===== src/rtl/ex_mem_if.sv =====
// ID/EX-side inputs and EX/MEM-side outputs of the execute stage, bundled as one bus.
// The slave modport is the stage's view; the master modport is the view of whoever drives it.
interface ex_mem_if #(
    parameter int XLEN = 32
);
    logic            bubble_i;
    logic [31:0]     inst_i;
    logic [XLEN-1:0] pc_i;
    logic [XLEN-1:0] pc4_i;
    logic [XLEN-1:0] pc_imm_i;
    logic [XLEN-1:0] imm_i;
    logic [XLEN-1:0] A_i;
    logic [XLEN-1:0] rD2_i;
    logic            ALU_B_sel_i;
    logic [3:0]      ALU_op_i;
    logic [1:0]      pc_sel_i;
    logic [1:0]      wD_sel_i;
    logic            RegWrite_i;
    logic            wr_i_i;

    logic [XLEN-1:0] EX_to_ID;
    logic [4:0]      ex_rd_o;
    logic            ex_load_o;
    logic            jump_o;
    logic [XLEN-1:0] pc_target_o;
    logic [XLEN-1:0] alu_res_o;
    logic [XLEN-1:0] rD2_o;
    logic [XLEN-1:0] pc4_o;
    logic [XLEN-1:0] imm_o;
    logic [4:0]      rd_o;
    logic [1:0]      wD_sel_o;
    logic            RegWrite_o;
    logic            wr_o;
    logic            bubble_o;

    modport slave (
        input  bubble_i, inst_i, pc_i, pc4_i, pc_imm_i, imm_i, A_i, rD2_i,
               ALU_B_sel_i, ALU_op_i, pc_sel_i, wD_sel_i, RegWrite_i, wr_i_i,
        output EX_to_ID, ex_rd_o, ex_load_o, jump_o, pc_target_o, alu_res_o, rD2_o,
               pc4_o, imm_o, rd_o, wD_sel_o, RegWrite_o, wr_o, bubble_o
    );

    modport master (
        output bubble_i, inst_i, pc_i, pc4_i, pc_imm_i, imm_i, A_i, rD2_i,
               ALU_B_sel_i, ALU_op_i, pc_sel_i, wD_sel_i, RegWrite_i, wr_i_i,
        input  EX_to_ID, ex_rd_o, ex_load_o, jump_o, pc_target_o, alu_res_o, rD2_o,
               pc4_o, imm_o, rd_o, wD_sel_o, RegWrite_o, wr_o, bubble_o
    );
endinterface


===== src/rtl/ex_mem_stage.sv =====
// RV32I execute stage with EX/MEM pipeline register: ALU, branch resolution and a
// registered one-cycle redirect that also kills the wrong-path instruction behind it.
//
//   state | meaning
//   RUN   | EX slot executes normally; a live taken branch/jump raises the redirect
//   FLUSH | redirect pulse is out; the instruction now in EX is wrong-path and killed
module ex_mem_stage #(
    parameter int              XLEN      = 32,
    parameter logic [XLEN-1:0] RESET_PC4 = '0
) (
    input  logic      clk,
    input  logic      reset,
    ex_mem_if.slave   bus
);
    localparam logic [0:0] ST_RUN   = 1'b0;
    localparam logic [0:0] ST_FLUSH = 1'b1;

    logic [0:0]      state_q, state_d;
    logic            jump_q, jump_d;
    logic [XLEN-1:0] pc_target_q;
    logic [XLEN-1:0] alu_res_q, rD2_q, pc4_q, imm_q;
    logic [4:0]      rd_q;
    logic [1:0]      wD_sel_q;
    logic            reg_write_q, wr_q, bubble_q;

    logic [XLEN-1:0] alu_b, alu_res, jalr_sum, target;
    logic [4:0]      shamt;
    logic            cond, taken, live;
    logic            unused_bits;

    assign alu_b = bus.ALU_B_sel_i ? bus.imm_i : bus.rD2_i;
    assign shamt = alu_b[4:0];

    always_comb begin
        alu_res = bus.A_i + alu_b;
        case (bus.ALU_op_i)
            4'd1:    alu_res = bus.A_i - alu_b;
            4'd2:    alu_res = bus.A_i & alu_b;
            4'd3:    alu_res = bus.A_i | alu_b;
            4'd4:    alu_res = bus.A_i ^ alu_b;
            4'd5:    alu_res = bus.A_i << shamt;
            4'd6:    alu_res = bus.A_i >> shamt;
            4'd7:    alu_res = $unsigned($signed(bus.A_i) >>> shamt);
            4'd8:    alu_res = {{(XLEN-1){1'b0}}, $signed(bus.A_i) < $signed(alu_b)};
            4'd9:    alu_res = {{(XLEN-1){1'b0}}, bus.A_i < alu_b};
            4'd10:   alu_res = alu_b;
            default: alu_res = bus.A_i + alu_b;
        endcase
    end

    always_comb begin
        cond = 1'b0;
        case (bus.inst_i[14:12])
            3'b000:  cond = (bus.A_i == bus.rD2_i);
            3'b001:  cond = (bus.A_i != bus.rD2_i);
            3'b100:  cond = ($signed(bus.A_i) <  $signed(bus.rD2_i));
            3'b101:  cond = ($signed(bus.A_i) >= $signed(bus.rD2_i));
            3'b110:  cond = (bus.A_i <  bus.rD2_i);
            3'b111:  cond = (bus.A_i >= bus.rD2_i);
            default: cond = 1'b0;
        endcase
    end

    assign jalr_sum = bus.A_i + bus.imm_i;
    assign target   = (bus.pc_sel_i == 2'd3) ? {jalr_sum[XLEN-1:1], 1'b0} : bus.pc_imm_i;
    assign taken    = (bus.pc_sel_i[1]) || ((bus.pc_sel_i == 2'd1) && cond);
    assign live     = ~bus.bubble_i && (state_q == ST_RUN);

    // In FLUSH live is 0, so the FSM always falls back to RUN and the pulse lasts one cycle.
    assign jump_d  = live && taken;
    assign state_d = jump_d ? ST_FLUSH : ST_RUN;

    always_ff @(posedge clk) begin
        if (!reset) begin
            state_q     <= ST_RUN;
            jump_q      <= 1'b0;
            pc_target_q <= '0;
            bubble_q    <= 1'b1;
            reg_write_q <= 1'b0;
            wr_q        <= 1'b0;
            rd_q        <= 5'd0;
            wD_sel_q    <= 2'd0;
            alu_res_q   <= '0;
            rD2_q       <= '0;
            imm_q       <= '0;
            pc4_q       <= RESET_PC4;
        end else begin
            state_q     <= state_d;
            jump_q      <= jump_d;
            if (jump_d) pc_target_q <= target;
            bubble_q    <= ~live;
            reg_write_q <= live & bus.RegWrite_i;
            wr_q        <= live & bus.wr_i_i;
            rd_q        <= live ? bus.inst_i[11:7] : 5'd0;
            wD_sel_q    <= bus.wD_sel_i;
            alu_res_q   <= alu_res;
            rD2_q       <= bus.rD2_i;
            imm_q       <= bus.imm_i;
            pc4_q       <= bus.pc4_i;
        end
    end

    assign bus.EX_to_ID    = alu_res;
    assign bus.ex_rd_o     = live ? bus.inst_i[11:7] : 5'd0;
    assign bus.ex_load_o   = live && (bus.wD_sel_i == 2'd1) && bus.RegWrite_i;
    assign bus.jump_o      = jump_q;
    assign bus.pc_target_o = pc_target_q;
    assign bus.alu_res_o   = alu_res_q;
    assign bus.rD2_o       = rD2_q;
    assign bus.pc4_o       = pc4_q;
    assign bus.imm_o       = imm_q;
    assign bus.rd_o        = rd_q;
    assign bus.wD_sel_o    = wD_sel_q;
    assign bus.RegWrite_o  = reg_write_q;
    assign bus.wr_o        = wr_q;
    assign bus.bubble_o    = bubble_q;

    assign unused_bits = ^{bus.pc_i, bus.inst_i[31:15], bus.inst_i[6:0], jalr_sum[0]};
endmodule


===== src/flat_wrapper.sv =====
// flat-port wrapper written by rule: the top's interface ports become plain ports
module ex_mem_stage_flat 
#(
    parameter int              XLEN      = 32,
    parameter logic [XLEN-1:0] RESET_PC4 = '0
)
  (clk, reset, bus_bubble_i, bus_inst_i, bus_pc_i, bus_pc4_i, bus_pc_imm_i, bus_imm_i, bus_A_i, bus_rD2_i, bus_ALU_B_sel_i, bus_ALU_op_i, bus_pc_sel_i, bus_wD_sel_i, bus_RegWrite_i, bus_wr_i_i, bus_EX_to_ID, bus_ex_rd_o, bus_ex_load_o, bus_jump_o, bus_pc_target_o, bus_alu_res_o, bus_rD2_o, bus_pc4_o, bus_imm_o, bus_rd_o, bus_wD_sel_o, bus_RegWrite_o, bus_wr_o, bus_bubble_o);
  ex_mem_if #(.XLEN(XLEN)) bus_i ();
  input  logic clk;
  input  logic reset;
  input wire logic [$bits(bus_i.bubble_i)-1:0] bus_bubble_i;
  input wire logic [$bits(bus_i.inst_i)-1:0] bus_inst_i;
  input wire logic [$bits(bus_i.pc_i)-1:0] bus_pc_i;
  input wire logic [$bits(bus_i.pc4_i)-1:0] bus_pc4_i;
  input wire logic [$bits(bus_i.pc_imm_i)-1:0] bus_pc_imm_i;
  input wire logic [$bits(bus_i.imm_i)-1:0] bus_imm_i;
  input wire logic [$bits(bus_i.A_i)-1:0] bus_A_i;
  input wire logic [$bits(bus_i.rD2_i)-1:0] bus_rD2_i;
  input wire logic [$bits(bus_i.ALU_B_sel_i)-1:0] bus_ALU_B_sel_i;
  input wire logic [$bits(bus_i.ALU_op_i)-1:0] bus_ALU_op_i;
  input wire logic [$bits(bus_i.pc_sel_i)-1:0] bus_pc_sel_i;
  input wire logic [$bits(bus_i.wD_sel_i)-1:0] bus_wD_sel_i;
  input wire logic [$bits(bus_i.RegWrite_i)-1:0] bus_RegWrite_i;
  input wire logic [$bits(bus_i.wr_i_i)-1:0] bus_wr_i_i;
  output wire logic [$bits(bus_i.EX_to_ID)-1:0] bus_EX_to_ID;
  output wire logic [$bits(bus_i.ex_rd_o)-1:0] bus_ex_rd_o;
  output wire logic [$bits(bus_i.ex_load_o)-1:0] bus_ex_load_o;
  output wire logic [$bits(bus_i.jump_o)-1:0] bus_jump_o;
  output wire logic [$bits(bus_i.pc_target_o)-1:0] bus_pc_target_o;
  output wire logic [$bits(bus_i.alu_res_o)-1:0] bus_alu_res_o;
  output wire logic [$bits(bus_i.rD2_o)-1:0] bus_rD2_o;
  output wire logic [$bits(bus_i.pc4_o)-1:0] bus_pc4_o;
  output wire logic [$bits(bus_i.imm_o)-1:0] bus_imm_o;
  output wire logic [$bits(bus_i.rd_o)-1:0] bus_rd_o;
  output wire logic [$bits(bus_i.wD_sel_o)-1:0] bus_wD_sel_o;
  output wire logic [$bits(bus_i.RegWrite_o)-1:0] bus_RegWrite_o;
  output wire logic [$bits(bus_i.wr_o)-1:0] bus_wr_o;
  output wire logic [$bits(bus_i.bubble_o)-1:0] bus_bubble_o;
  assign bus_i.bubble_i = bus_bubble_i;
  assign bus_i.inst_i = bus_inst_i;
  assign bus_i.pc_i = bus_pc_i;
  assign bus_i.pc4_i = bus_pc4_i;
  assign bus_i.pc_imm_i = bus_pc_imm_i;
  assign bus_i.imm_i = bus_imm_i;
  assign bus_i.A_i = bus_A_i;
  assign bus_i.rD2_i = bus_rD2_i;
  assign bus_i.ALU_B_sel_i = bus_ALU_B_sel_i;
  assign bus_i.ALU_op_i = bus_ALU_op_i;
  assign bus_i.pc_sel_i = bus_pc_sel_i;
  assign bus_i.wD_sel_i = bus_wD_sel_i;
  assign bus_i.RegWrite_i = bus_RegWrite_i;
  assign bus_i.wr_i_i = bus_wr_i_i;
  assign bus_EX_to_ID = bus_i.EX_to_ID;
  assign bus_ex_rd_o = bus_i.ex_rd_o;
  assign bus_ex_load_o = bus_i.ex_load_o;
  assign bus_jump_o = bus_i.jump_o;
  assign bus_pc_target_o = bus_i.pc_target_o;
  assign bus_alu_res_o = bus_i.alu_res_o;
  assign bus_rD2_o = bus_i.rD2_o;
  assign bus_pc4_o = bus_i.pc4_o;
  assign bus_imm_o = bus_i.imm_o;
  assign bus_rd_o = bus_i.rd_o;
  assign bus_wD_sel_o = bus_i.wD_sel_o;
  assign bus_RegWrite_o = bus_i.RegWrite_o;
  assign bus_wr_o = bus_i.wr_o;
  assign bus_bubble_o = bus_i.bubble_o;
  ex_mem_stage #(.XLEN(XLEN), .RESET_PC4(RESET_PC4)) u_core (.clk(clk), .reset(reset), .bus(bus_i));
endmodule

===== config.mk =====
export PLATFORM = sky130hd
export DESIGN_NAME = ex_mem_stage_flat
export DESIGN_NICKNAME = d
export VERILOG_FILES = /design/src/rtl/ex_mem_if.sv /design/src/rtl/ex_mem_stage.sv /design/src/flat_wrapper.sv
export SDC_FILE = /design/constraint.sdc
export NUM_CORES = 1
export LEC_CHECK = 0
export ABC_AREA = 1
export ABC_CLOCK_PERIOD_IN_PS = 7800
export CORE_ASPECT_RATIO = 1.25
export CORE_MARGIN = 2
export CORE_UTILIZATION = 31
export DETAILED_ROUTE_END_ITERATION = 10
export MAX_ROUTING_LAYER = met4
export SETUP_SLACK_MARGIN = 0.02
export SLEW_MARGIN = 15
export SYNTH_ARGS = -nofsm -noshare
export SYNTH_HDL_FRONTEND = slang
export SYNTH_SLANG_ARGS = --single-unit

===== constraint.sdc =====
create_clock -name clk -period 7.8 [get_ports clk]
set_clock_uncertainty 0.15 [all_clocks]
set_input_delay 1.95 -clock clk [delete_from_list [all_inputs] [get_ports clk]]
set_output_delay 1.95 -clock clk [all_outputs]
set_load 0.01 [all_outputs]

==> metrics.md <==
| Metric | Value |
|---|---|
| CP startpoint kind | `input pin` |
| Share of cells above drive strength 1 | `0.1192` |
| Synth Area per Inst | `5.847 µm²` |
| Highest clock rate | `131.5 MHz` |
| DP Area | `24,390 µm²` |
| Final WS setup | `0.1938 ns` |
| Asr flop ratio synth | `0` |
| Final net count | `4,035` |
| Global-route wire length before repair | `141,000 µm` |
| Slew @ Worst Pin | `1.034 ns` |
| Htree depth | `4` |
| Skew-Pair Late Insertion Delay | `0.51 ns` |
| Max-slew violation count | `0` |
| GPL Wtd Cong | `1.070` |
| Die X | `218.9 µm` |
| DR DRC count | `0` |
| Hold worst-path end | `u_core.bus.pc_target_o[17]` |
| Number of max-cap violations | `0` |
| Port buffer count | `390` |
| Register Area | `3423 µm²` |
| Fin util | `0.4409` |
| Crit-path cells | `clkdlybuf4s50_1 -> inv_1 -> o21ai_2 -> ha_1 -> fa_2 -> or2_2 -> o21ai_2 -> a21oi_2 -> o21ai_2 -> nand2_1 -> nand2_1 -> nand2_1 -> buf_4 -> nand3_1 -> nand4_1 -> nand4_1 -> nand2_2 -> inv_1 -> clkdlybuf4s50_1` |
| Multi-input logic area | `12,230 µm²` |
| Die area | `59,650 µm²` |
| Rows | `98` |
| Crit path required time | `5.70 ns` |
| Total Routing Usage GR | `0.3333` |
| # fillers | `6,356` |
| Final Hold Fails | `0` |
| Synth cell types | `54` |
| Initial antenna violation count | `13` |
| Rel. slew slack | `0.3101` |
| Core Area | `57,140 µm²` |
| Hold_buf cts | `0` |
| Largest net degree at the start of global routing | `73` |
| Final Power | `3.789 mW` |
| Predominant post-synthesis flop cell | `dfxtp_1` |
| Leak Pwr | `12.58 nW` |
| Slowest-stage cell, CP | `clkdlybuf4s50_1` |
| # IOs | `447` |
| Buf+Inv Stages, Crit Path | `5` |
| Hold WC Path Type | `flop to flop` |
| Crit share post-route | `0.9752` |
| Hold depth | `2` |
| Post-synth EDFFs | `0` |
| Reg clk slew, reported paths | `0.08 ns` |
| Minimum clock period | `7.606 ns` |
| Vias | `22,713` |
| Kind of end point of the critical path | `output pin` |
| Unrepaired setup endpoints after global routing | `true` |
| Maximum vdd drop | `0.0001527 V` |
| DRT iter0 DRCs | `1,854` |
| DRT antenna net count | `0` |
| Crit path max-delay family | `buffers and inverters` |
| CTS tree | `done` |
| FF+latch count, synth | `171` |
| Critical path type | `input pin to output pin` |
| First-pass iteration count of the detailed router | `8` |
| Post-place setup slack | `-0.08732 ns` |
| Maximum clock insertion buffer count | `2` |
| Average wire per standard cell | `22.22 µm` |
| Status | `complete, no violations` |
| FF-to-FF End | `u_core.bus.pc_target_o[3]` |
| Clock sink count | `171` |
| Post-Syn Area | `17,890 µm²` |
| CP peak stage delay | `0.52 ns` |
| Root Driver | `clkbuf_16` |
| Power Dens Cells | `150.4 nW/µm²` |
| Final setup violation count | `0` |
| Global route overflow | `0` |
| Post-Synthesis Cells | `3,059` |
| Syn-to-layout area delta | `40.84%` |
| Reg2Reg Setup Slack | `6.03 ns` |
| Reg2reg path depth | `6` |
| Dpl hpwl | `80,570 µm` |
| Mapped Nets | `3,459` |
| CTS Buf Count | `17` |
| Post-layout instance area | `25,190 µm²` |
| Crit Reg-Reg Startpoint | `u_core.bus.jump_o` |
| Routed Wire Length | `98,000 µm` |
| WP data arrival | `5.51 ns` |
| Sequential area share after synthesis | `0.1914` |
| Vias per cell | `5.150` |
| Synth warnings | `0` |
| Die height | `272.6 µm` |
| HP Start | `u_core.bus.pc_target_o[17]` |
| Vias in the first global route | `21,897` |
| Peak fanout along the critical path | `3` |
| Initial Util | `0.3130` |
[stage by stage]
stage | cells | setup TNS [ns] | hold WS, ns
after CTS | 4395 | 0 | 0.3370
after floorplan | 3059 | 0 | 0.3682
after detailed placement | 4363 | -0.1850 | 0.3226
after global routing | 4410 | -0.01322 | 0.3656
final | 4410 | 0 | 0.3358
after global placement | 4363 | -0.1002 | 0.3103
[layout make-up]
class,instances,area share
diodes,12,0.001192
clock buffers,17,0.01689
clock inverters,15,0.007897
inverters,463,0.06899
multi-input cells,2292,0.4853
flip-flops and latches,171,0.1359
well taps,750,0.03725
repair buffers,690,0.2465
[layer usage]
layer  part of all wire  vias to the layer above  GRT usage
li1                   -                    11083          -
met1               0.40                    10388     0.3862
met2               0.46                     1033     0.5320
met3              0.077                      209    0.06900
met4              0.063                        0     0.1933
met5                  0                        -          -
[power breakdown]
| part | switching, mW | internal [mW] |
|---|---|---|
| logic | 1.11 | 0.754 |
| clock network | 0.519 | 0.445 |
| registers | 0.0203 | 0.937 |
| total | 1.65 | 2.14 |
[tightest hold or removal path: stages (launching register included)]
cell and delay [ns]:
dfxtp_1 0.33, a21oi_1 0.04, nor2_1 0.08
[cells in the final DEF, fill, tap and decap left out, types with 5 or more instances in the layout]
cell             synthesis  routed
nand3b_1                25      25
nand3_1                146     145
inv_2                    9       9
a21boi_0                 7       7
a221oi_1                13      13
buf_4                    8     295
nor2_1                 295     291
dfxtp_1                171     171
o21ai_2                 14      19
o21a_1                  10      10
o21ai_1                107     109
o21bai_1                11      11
nand4_1                 30      30
diode_2                  0      12
ha_1                   159     159
o221ai_1                 5       5
a21oi_1                207     203
inv_1                  451     451
mux2i_1                 11      11
xor2_1                  12      12
o21ai_0                224     213
a21o_1                  11      11
clkbuf_16                0      17
nand2_2                  2       7
clkdlybuf4s50_1          0     386
nor2_2                   2       5
nor3_1                  27      27
nand2_1                804     799
nor4_1                  12      12
xnor2_1                  5       5
or2_1                   11      11
o22ai_1                 23      23
o211ai_1                33      33
or2_2                   41      41
a211oi_1                 7       7
a31oi_1                  8       8
[repair_timing]
action	in CTS	in global routing
setup endpoints to repair	3	24
endpoints found under the hold margin	0	0
pin swaps	0	7
setup buffers	0	3
gates resized for setup	2	42
[sequential cells by signal (all words and copies together) (netlist names)]
signal and flops:
u_core.bus.rD2_o 32, u_core.bus.imm_o 32, u_core.bus.wr_o 1, u_core.bus.pc4_o 32, u_core.bus.bubble_o 1, u_core.bus.wD_sel_o 2, u_core.bus.RegWrite_o 1, u_core.bus.rd_o 5
u_core.bus.alu_res_o 32, u_core.bus.pc_target_o 32, u_core.bus.jump_o 1
[worst max-delay path by stage]
stage	start	to	cells after the start
2_1_floorplan	bus_ALU_B_sel_i	bus_EX_to_ID[9]	20
3_3_place_gp	bus_imm_i[11]	bus_EX_to_ID[29]	17
3_5_place_dp	bus_imm_i[11]	bus_EX_to_ID[29]	17
4_1_cts	bus_imm_i[11]	bus_EX_to_ID[29]	17
5_1_grt	bus_rD2_i[0]	bus_EX_to_ID[28]	20
6_report	bus_rD2_i[0]	bus_EX_to_ID[0]	19
[Yosys cell counts (13+ instances only)]
cell type	number	area, µm²
o211ai_1	33	247.7
nand2_1	804	3018
nor2_1	295	1107
or2_2	41	256.5
inv_1	451	1693
ha_1	159	1989
a221oi_1	13	113.9
dfxtp_1	171	3423
o21ai_0	224	1121
clkbuf_1	70	262.8
nand3_1	146	730.7
a21oi_1	207	1036
o21ai_2	14	122.6
nor3_1	27	135.1
o21ai_1	107	535.5
o22ai_1	23	143.9
nand4_1	30	187.7
buf_2	38	190.2
nand3b_1	25	187.7
[cells by family after synthesis]
group,count (synthesis),synth area share
flops,171,0.1914
buf+inv,596,0.1329
mux,11,0.006156
xor+xnor,17,0.008324
fa+ha+maj,162,0.1146
compound gates,699,0.2193
simple gates,1403,0.3274
No activity file was read; power rests on OpenSTA's default activity.
